===== config.mk =====
export PLATFORM = sky130hd
export DESIGN_NAME = pc_next_unit
export DESIGN_NICKNAME = d
export VERILOG_FILES = /design/src/rtl/legv8_pkg.sv /design/src/rtl/branch_adder.sv /design/src/rtl/pc_next_unit.sv
export SDC_FILE = /design/constraint.sdc
export NUM_CORES = 1
export LEC_CHECK = 0
export ABC_CLOCK_PERIOD_IN_PS = 3400
export BUFFER_PORTS_ARGS = -buffer_cell sky130_fd_sc_hd__buf_2
export CORE_ASPECT_RATIO = 0.8
export CORE_UTILIZATION = 45
export DETAILED_ROUTE_END_ITERATION = 10
export GPL_TIMING_DRIVEN = 0
export HOLD_SLACK_MARGIN = 0.1
export PLACE_DENSITY = 0.67
export RECOVER_POWER = 100
export REMOVE_ABC_BUFFERS = 1
export SLEW_MARGIN = 20
export SYNTH_ARGS = -nofsm -noshare
export SYNTH_HDL_FRONTEND = slang
export SYNTH_SLANG_ARGS = --single-unit

===== constraint.sdc =====
create_clock -name CLK -period 3.4 [get_ports CLK]
set_input_delay 0.51 -clock CLK [delete_from_list [all_inputs] [get_ports CLK]]
set_output_delay 0.51 -clock CLK [all_outputs]
set_load 0.05 [all_outputs]

===== src/rtl/legv8_pkg.sv =====
// Shared LEGv8 core types: address width, instruction size and PC-unit FSM states.
package legv8_pkg;

    typedef logic [63:0] addr_t;

    localparam addr_t INSTR_BYTES = 64'd4;

    typedef enum logic [1:0] {
        RESET_HOLD = 2'd0,
        RUN        = 2'd1,
        PEND       = 2'd2
    } pc_state_t;

endpackage


===== src/rtl/branch_adder.sv =====
// Combinational branch-target adder: branch PC plus word-aligned offset, wrapping modulo 2^64.
module branch_adder
    import legv8_pkg::*;
(
    input  addr_t branch_pc,
    input  addr_t branch_offset,
    output addr_t target
);

    assign target = branch_pc + branch_offset;

endmodule


===== src/rtl/pc_next_unit.sv =====
// Fetch PC register with valid/ready handshake and taken-branch redirect.
// A redirect that arrives while a presented PC is unaccepted is parked until fetch is free.
module pc_next_unit
    import legv8_pkg::*;
#(
    parameter addr_t RESET_PC = 64'h0
) (
    input  logic        CLK,
    input  logic        RST_N,
    input  logic        STALL,
    input  logic        FETCH_READY,
    input  logic        BR_VALID,
    input  logic        UNCOND_BRANCH,
    input  logic        COND_BRANCH,
    input  logic        ZERO,
    input  logic [63:0] BRANCH_PC,
    input  logic [63:0] BRANCH_OFFSET,
    output logic [63:0] PC,
    output logic        PC_VALID,
    output logic        FLUSH
);

    pc_state_t state_q, state_d;
    addr_t     pc_q, pc_d;
    addr_t     pend_q, pend_d;
    logic      flush_q, flush_d;
    addr_t     target;

    logic accept;
    logic free;
    logic taken;

    branch_adder u_branch_adder (
        .branch_pc     (BRANCH_PC),
        .branch_offset (BRANCH_OFFSET),
        .target        (target)
    );

    assign PC_VALID = (state_q != RESET_HOLD) & ~STALL;
    assign accept   = PC_VALID & FETCH_READY;
    assign free     = ~PC_VALID | FETCH_READY;
    assign taken    = BR_VALID & (UNCOND_BRANCH | (COND_BRANCH & ZERO));

    // NOTE: every output of this block gets a default first so no path leaves a latch.
    always_comb begin
        state_d = state_q;
        pc_d    = pc_q;
        pend_d  = pend_q;
        flush_d = 1'b0;

        unique case (state_q)
            RESET_HOLD: begin
                state_d = RUN;
            end
            RUN: begin
                if (taken && free) begin
                    pc_d    = target;
                    flush_d = 1'b1;
                end else if (taken) begin
                    pend_d  = target;
                    state_d = PEND;
                end else if (accept) begin
                    pc_d = pc_q + INSTR_BYTES;
                end
            end
            PEND: begin
                // Younger branches here are on the squashed path, so BR_VALID is ignored.
                if (free) begin
                    pc_d    = pend_q;
                    flush_d = 1'b1;
                    state_d = RUN;
                end
            end
            default: begin
                state_d = RESET_HOLD;
            end
        endcase
    end

    // NOTE: sequential state uses non-blocking assignments so all registers update together.
    always_ff @(posedge CLK or negedge RST_N) begin
        if (!RST_N) begin
            state_q <= RESET_HOLD;
            pc_q    <= RESET_PC;
            pend_q  <= '0;
            flush_q <= 1'b0;
        end else begin
            state_q <= state_d;
            pc_q    <= pc_d;
            pend_q  <= pend_d;
            flush_q <= flush_d;
        end
    end

    assign PC    = pc_q;
    assign FLUSH = flush_q;

endmodule


### Word-level counts from Yosys, hierarchy flattened

Cells that the tools add are included.

| storage, ports and cells | value |
|---|---|
| input port bits | 136 |
| register bits | 131 |
| logic and storage cells | 41 |
| bits in writable memories | 0 |
| output and inout bits | 66 |
| bits in latches | 0 |
| memory bits (read-only) | 0 |
| memories kept | 0 |

| cells by class | value |
|---|---|
| div/mod/pow operators | 0 |
| order comparisons | 0 |
| $mul | 0 |
| bitwise logic cells | 9 |
| equal/unequal tests | 7 |
| $add $sub $neg | 2 |
| shifts and indexed selects | 0 |
| multiplexer cells | 12 |
| reductions and logical operators | 7 |

Operators with widths:

| operator | count |
|---|---|
| 64-bit two-way mux | 4 |
| 64-bit one-hot mux with 2 select lines | 1 |
| 64-bit by 3-bit adder with 64-bit output, second input constant | 1 |
| 64-bit adder | 1 |
| 2-bit two-way mux | 3 |
| 2-bit != test, second input constant | 3 |
| 3-bit != test, second input constant | 2 |
| 2-bit one-hot mux with 3 select lines | 1 |
| 3-bit AND reduction | 2 |
| 1-bit bitwise AND | 4 |
| 4-bit AND reduction | 1 |
| 2-bit nonzero test | 2 |
| 1-bit inverter | 3 |
| 2-bit by 1-bit == test with 1-bit output, second input constant | 1 |
| 2-bit == test, second input constant | 1 |
| 2-bit zero test | 1 |
| 1-bit two-way mux | 2 |
| 1-bit bitwise OR | 2 |
| 1-bit one-hot mux with 2 select lines | 1 |
| 1-bit logical AND | 1 |

### Logic depth before layout (Yosys ltp)

Gate-level depths: netlist of the first run.

| depth | value |
|---|---|
| word-level depth | 7 |
| mapped depth | 13 |
| depth with buffers taken out | 12 |

### By module

Synthesis of the first run repeated with hierarchy kept, for this count alone.

| second synthesis, totals | value |
|---|---|
| cell total of the unflattened synthesis | 1485 |
| area, all modules | 12096.6 sq um |

Modules (own cells, without submodules):

| module | cells each | seq. area each (sq um) | area each (sq um) | instances |
|---|---|---|---|---|
| pc_next_unit | 906 | 3278.1 | 8194.1 | 1 |
| branch_adder | 579 | 0.0 | 3902.5 | 1 |

### Worst setup path after synthesis of the first run

OpenSTA, ideal clock, no wires.

| timing path | value |
|---|---|
| path kind | input port to flip-flop |
| start point | in BRANCH_PC[0] |
| end point | reg pc_q[58] (netlist: PC[58]) |
| path buffers | 0 |
| setup slack | 223 ps |
| data required time | 3274 ps |
| arrival time | 3051 ps |
| library setup time | 126 ps |
| cell stages on the path | 12 |
| path through | ha_1 > fa_1 > a211oi_1 > o21bai_1 > a21oi_1 > o41a_2 > o2111ai_1 > o21a_2 > a21oi_2 > o41ai_2 > xor2_1 > a221o_1 |

| on the way | value |
|---|---|
| word-level cells in the longest chain between the ends | 3 |

RTL lines:

| what | line | text |
|---|---|---|
| start, declared | pc_next_unit.sv:16 | `input logic [63:0] BRANCH_PC,` |
| 64-bit adder | branch_adder.sv:10 | `assign target = branch_pc + branch_offset;` |
| 64-bit two-way mux | pc_next_unit.sv:56 | `if (taken && free) begin` |
| 64-bit one-hot mux with 2 select lines | pc_next_unit.sv:51 | `unique case (state_q)` |
| end signal, assigned | pc_next_unit.sv:89 | `pc_q <= pc_d;` |
| end, declared | pc_next_unit.sv:24 | `addr_t pc_q, pc_d;` |

Every way passes these cells.
A chain may end at the register's enable or synchronous reset.

### Final worst setup path of the first run

| timing path | value |
|---|---|
| start point | in BRANCH_PC[6] |
| end point | reg pc_q[57] (netlist: PC[57]) |

The elaborated chain is that of the path after synthesis.

==> impl_metrics.json, run 1 <==
{
  "cts_made_buffers": 17,
  "grt_max_degree": 68,
  "route.detailed.drc": 0,
  "multi_input_area_um2": 7610,
  "crit_path_start": "BRANCH_PC[6]",
  "violations": "capacitance limit, slew limit",
  "start_util_pct": 45.8,
  "root_buffer": "clkbuf_16",
  "die_y_um": 143,
  "grtUsageTotal_pct": 28.0,
  "wl_um": 35800,
  "p_leak_uw": 0.00573,
  "hold_path_class": "input pin to flop",
  "crit_required_ps": 3700,
  "dieWidth_um": 178,
  "worstPathMaxFanout": 5,
  "synth_area_leaders": "dfrtp_1 (29%), nand2_1 (9.0%), ha_1 (7.5%), a21oi_1 (7.5%), xnor2_1 (5.1%)",
  "viasPerCell": 5.91,
  "path_clk_slew_ps": 60,
  "start_kind": "input pin",
  "max-slew-margin-rel_pct": -15.3,
  "dp_cells": 1915,
  "layout_min_cycle_time_ps": 3280,
  "finalHoldViolCount": 0,
  "firstDrtPassIters": 7,
  "dp_hpwl_um": 26000,
  "worstPathCellList": "buf_2 -> ha_1 -> a21oi_1 -> o21bai_1 -> a211oi_1 -> a31oi_2 -> and4_1 -> o211ai_1 -> a31oi_2 -> a21oi_1 -> nor3b_1 -> nor4_1",
  "synthFlopType": "dfrtp_1",
  "critPathBufInv": 1,
  "antenna_found_initial": 0,
  "async_flop_share_pct": 100,
  "clk_latency_ps": 430,
  "wire_per_inst_um": 18.3,
  "synth_most_common_cell": "nand2_1",
  "yosysTopAreaCell": "dfrtp_1",
  "powerDensity_nw_per_um2": 759,
  "place_congestion": 0.891,
  "finalCritPeriodShare_pct": 96.6,
  "tns_ps": 0,
  "layout.nets": 1827,
  "drive_above_1_share_pct": 14.6,
  "cp-end-kind": "flop",
  "syn_area_per_cell_um2": 7.58,
  "netlist_area_um2": 11100,
  "areaGrowthSynthToFinish_pct": 18.2,
  "cts.htree.levels": 4,
  "ys_ff_latch": 131,
  "grt_pass1_wl_um": 55800,
  "synth-edff-count": 0,
  "cpLargestDelayFamily": "compound AO/OA/AOI/OAI gates",
  "yosys_warnings": 0,
  "grt_setup_unrepaired": "yes",
  "nFillCells": 2350,
  "crit_type": "input pin to flop",
  "dieArea_um2": 25400,
  "max_freq_ghz": 0.305,
  "drv_cap": 1,
  "cts_sinks": 131,
  "antenna_left": 0,
  "io_buffer_count": 201,
  "vias": 11500,
  "use_met2_pct": 42.0,
  "ys_types": 84,
  "status": "finished with violations",
  "diodes": 0,
  "grt_pass1_vias": 10400,
  "regToRegStartpoint": "state_q[0]",
  "ys_seq_area_share_pct": 29.4,
  "hp-start": "BRANCH_OFFSET[0]",
  "dr.first_iter.drc_count": 1131,
  "setup_viol": 0,
  "use_met1_pct": 41.1,
  "yosysTopAreaCellShare_pct": 29.4,
  "cts_tree": "yes",
  "overflow": 0,
  "critPathMaxStageDelay_ps": 360,
  "coreArea_um2": 24300,
  "row_count": 51,
  "busiest_layer": "met2",
  "worstMarginPinSlew_ps": 1730,
  "synth_commonest_cells": "nand2_1 (267), a21oi_1 (166), dfrtp_1 (131)",
  "synthCells": 1470,
  "met3_usage_pct": 5.46,
  "max-vdd-ir-drop_uv": 351,
  "fin_cells": 1954,
  "worst_path_max_delay_cell": "ha_1",
  "report.final.slew_viol_count": 66,
  "arrival_ps": 3590,
  "skew_ps": 9.58,
  "ios": 202,
  "clockBufferDepth": 2,
  "seq_area_um2": 3280
}
timing repair:
item / in CTS / in global routing
setup buffers: 1 / 4
resized for setup: 7 / 14
pin swaps: 1 / 3
hold buffers: 1 / 0
cloned: 0 / 1
endpoints found under the hold margin: 64 / 0
setup endpoints to repair: 32 / 19
cells by family (layout without fill, tap and decap cells):
family | count (synthesis) | count (layout) | synth area share (%)
adders and majority gates | 68 | 68 | 7.70
muxes | 12 | 12 | 1.17
DFF | 131 | 131 | 29.4
AOI/OAI and AO/OA | 488 | 488 | 27.6
buffers and inverters | 107 | 272 | 3.76
xor gates and xnor gates | 93 | 93 | 7.31
and+or+nand+nor | 571 | 572 | 23.0
layout make-up:
cell class / instances / area share, %
clock buffers: 20 / 3.47
clock inverters: 12 / 1.37
inverters: 24 / 0.694
multi-input cells: 1233 / 57.8
flip-flops and latches: 131 / 24.9
well taps: 318 / 3.02
repair buffers: 216 / 8.78
flip-flops by register name, summed over array words and instances (netlist names):
name     count
PC          64
FLUSH        1
pend_q      64
state_q      2
cells in the final DEF, fill, tap and decap left out, types with 8 or more instances in the layout:
| cell | n |
|---|---|
| a211oi_1 | 27 |
| a21o_1 | 39 |
| a21oi_1 | 162 |
| a31oi_1 | 10 |
| and3_1 | 22 |
| buf_2 | 134 |
| clkbuf_1 | 67 |
| clkbuf_16 | 17 |
| dfrtp_1 | 131 |
| ha_1 | 66 |
| inv_1 | 23 |
| mux2_2 | 8 |
| nand2_1 | 264 |
| nand3_1 | 43 |
| nand4_1 | 35 |
| nor2_1 | 118 |
| nor3_1 | 24 |
| nor4_1 | 10 |
| o211ai_1 | 10 |
| o21a_1 | 12 |
| o21ai_0 | 102 |
| o21ai_1 | 24 |
| o21bai_1 | 10 |
| o22ai_1 | 10 |
| xnor2_1 | 63 |
| xor2_1 | 28 |
path summary, 6_finish.rpt:
check,to,slack [ps],cells past startpoint
worst max register to register,PC[28],190,9
worst max-delay path,PC[57],120,12
max in group asynchronous,PC[29],460,3
min in group asynchronous,PC[4],1060,2
worst min-delay path,pend_q[0],460,4
worst min register to register,pend_q[43],470,2
metal layers:
metal	vias to the layer above	routed length [µm]
met4	0	524
met3	40	2790
met1	5437	17100
met5	-	0
met2	427	15500
li1	5639	-
metrics by stage:
stage	cell area [µm²]	setup slack (ps)	util, %	total power (µW)	hold WS [ps]
final	13200	117	54.2	10000	458
after global routing	13200	-54.1	54.2	10600	474
after CTS	13200	27.0	54.3	10100	450
after detailed placement	12500	-672	51.5	8050	458
after global placement	12200	-6570	50.3	7720	452
after floorplan	10800	-2350	-	6460	214
worst reg2reg max path: cells and delay by family, from the launching register on:
kind | cells | cell delay, ps
flip-flops | 1 | 370
buffers and inverters | 2 | 340
AND/OR/NAND/NOR | 4 | 1710
adder cells (fa/ha/maj) | 1 | 270
AO/OA/AOI/OAI | 2 | 400
where the power goes:
group / internal [µW] / leakage (µW) / switching, µW
Sequential: 2270 / 0.00162 / 703
Clock: 1270 / 0.000306 / 742
Combinational: 1490 / 0.00381 / 3520
Total: 5030 / 0.00573 / 4970
No activity file was read; power rests on OpenSTA's default activity.
==> run 2: changes to the inputs <==
==> constraint.sdc (replaced) <==
create_clock -name CLK -period 3.4 [get_ports CLK]
set_input_delay 0 -clock CLK [delete_from_list [all_inputs] [get_ports CLK]]
set_output_delay 0 -clock CLK [all_outputs]
set_load 0.05 [all_outputs]
==> run 2 against run 1 <==
  * The run still ends with capacitance limit, slew limit left
  * Maximum frequency is 1.2% higher
  * First-iteration DRC count is 7.7% lower
  * Core utilization is 0.57 points lower
  * Die area stayed put
  * Global-route usage hardly changed
  * Design area is 1.0% lower
  * Wire length is 0.76% lower
  * Clock skew is 0.96 ps lower
  * Largest cell class unchanged
  * Highest routed layer unchanged
==> impl_metrics.json, run 2 (synthesized netlist as in run 1, its figures left out) <==
{
  "report.final.slew_viol_count": 66,
  "hp-start": "STALL",
  "coreArea_um2": 24300,
  "ios": 202,
  "firstDrtPassIters": 8,
  "pwr-share-seq_pct": 29.8,
  "root_buffer": "clkbuf_16",
  "critPathMaxStageDelay_ps": 510,
  "cpLargestDelayFamily": "compound AO/OA/AOI/OAI gates",
  "start_util_pct": 45.8,
  "areaGrowthSynthToFinish_pct": 16.9,
  "max_freq_ghz": 0.308,
  "diodes": 0,
  "antenna_left": 0,
  "fin_area_um2": 13000,
  "skew_ps": 8.62,
  "layout.nets": 1827,
  "grt_setup_unrepaired": "no",
  "max-slew-margin-rel_pct": -14.3,
  "dieArea_um2": 25400,
  "drive_above_1_share_pct": 13.1,
  "holdPathEnd": "state_q[0]",
  "grt_pass1_vias": 10400,
  "dp_hpwl_um": 26000,
  "worstPathCellList": "buf_2 -> ha_1 -> fa_1 -> a211oi_1 -> o21bai_1 -> a21oi_1 -> o41a_2 -> o21ai_1 -> o21a_1 -> a21oi_1 -> o21ai_2 -> mux2i_1 -> a22oi_1",
  "io_buffer_count": 201,
  "rr_worst_depth": 9,
  "violations": "capacitance limit, slew limit",
  "layout_commonest_cell": "nand2_1",
  "place_congestion": 0.891,
  "path_clk_slew_ps": 60,
  "worstMarginPinSlew_ps": 1710,
  "row_count": 51,
  "cts_sinks": 131,
  "vias": 11600,
  "wire_per_inst_um": 18.2,
  "nFillCells": 2364,
  "critPathBufInv": 1,
  "p_leak_uw": 0.00567,
  "grt_pass1_wl_um": 55900,
  "clk_latency_ps": 430,
  "cts_tree": "yes",
  "min_path_cells": 5,
  "wl_um": 35600,
  "setup_viol": 0,
  "status": "finished with violations",
  "place_area_um2": 12500,
  "clockBufferDepth": 2,
  "r2r-end": "PC[28]",
  "route.detailed.drc": 0,
  "arrival_ps": 3570,
  "cts_made_buffers": 17,
  "intPower_uw": 5010,
  "antenna_found_initial": 0,
  "regToRegStartpoint": "state_q[0]",
  "viasPerCell": 5.92,
  "layout_common_cells": "nand2_1 (264), a21oi_1 (167), buf_2 (133)",
  "dieWidth_um": 178,
  "r2r_slack_ps": 190,
  "clock_power_share_pct": 20.2,
  "drv_cap": 1,
  "grtUsageTotal_pct": 28.1,
  "layout_min_cycle_time_ps": 3240,
  "finalHoldViolCount": 0,
  "worst_path_max_delay_cell": "a21oi_1",
  "fin_util_pct": 53.6,
  "overflow": 0,
  "start_kind": "input pin",
  "cts_setup_buffers": 0,
  "max-vdd-ir-drop_uv": 350,
  "crit_path_frequent_cell": "a21oi_1",
  "cts.htree.levels": 4,
  "dr.first_iter.drc_count": 1044,
  "die_y_um": 143,
  "powerDensity_nw_per_um2": 763,
  "crit_type": "input pin to flop",
  "cp-end-kind": "flop",
  "p_comb_share_pct": 50.0,
  "path_depth": 13,
  "power_switching_uw": 4930,
  "swShare_pct": 49.6,
  "crit_required_ps": 3730,
  "worstPathMaxFanout": 5,
  "hold_path_class": "input pin to flop",
  "grt_max_degree": 68,
  "power_uw": 9940,
  "finalCritPeriodShare_pct": 95.4
}
-- run 2: repair_timing --
item                       4_1_cts  5_1_grt
cloned                           0        1
pin swaps                        0        1
hold endpoints to repair       137        0
hold buffers                     6        0
resized for setup                2        3
setup endpoints to repair       20        6
-- run 2: worst max path at each step --
| stage | slack (ps) | to | startpoint |
|---|---|---|---|
| 6_report | 160 | PC[56] | BRANCH_PC[0] |
| 5_1_grt | 30 | PC[26] | BRANCH_PC[0] |
| 4_1_cts | 100 | PC[57] | state_q[0] |
| 3_5_place_dp | -560 | PC[11] | state_q[0] |
| 3_3_place_gp | -6570 | PC[44] | state_q[0] |
| 2_1_floorplan | -2350 | PC[58] | state_q[0] |
-- run 2: cell type report --
| type | instances | area [µm²] | share of cell area (%) |
|---|---|---|---|
| timing repair buffer | 216 | 1170 | 8.96 |
| clock inverter | 12 | 180 | 1.38 |
| sequential | 131 | 3280 | 25.2 |
| multi-input combinational | 1233 | 7460 | 57.2 |
| inverter | 24 | 91.3 | 0.701 |
| tap | 318 | 398 | 3.05 |
| clock buffer | 20 | 457 | 3.50 |
-- run 2: stage by stage --
step           worst slack [ps]  hold slack [ps]  setup TNS (ps)  cells
4_1_cts                     105              100               0   1953
6_report                    157             76.7               0   1954
5_1_grt                    34.1              135               0   1954
2_1_floorplan             -2350             -296         -108800   1387
3_5_place_dp               -563            -6.46           -6660   1915
3_3_place_gp              -6570              349         -401240   1906
-- run 2: per-layer routing --
metal / vias to the layer above / part of all wire [%] / GRT usage, %
met5: - / 0 / 0
met4: 0 / 1.6 / 6.61
met3: 51 / 7.8 / 5.35
met2: 466 / 43 / 42.1
met1: 5410 / 48 / 41.2
li1: 5641 / - / -
-- run 2: tightest hold or removal path, stage by stage --
cell and delay (ps):
buf_2 110, nor3_1 100, nand2_1 80, a21oi_1 60, a21oi_1 110
-- run 2: power by group through the flow --
stage | clock network [µW] | registers, µW | logic, µW
finish | 2010 | 2970 | 4970
CTS | 2020 | 2940 | 5130
floorplan | 0 | 4030 | 2420
global route | 2090 | 3070 | 5410
global placement | 0 | 2920 | 4790
detailed placement | 0 | 2960 | 5100
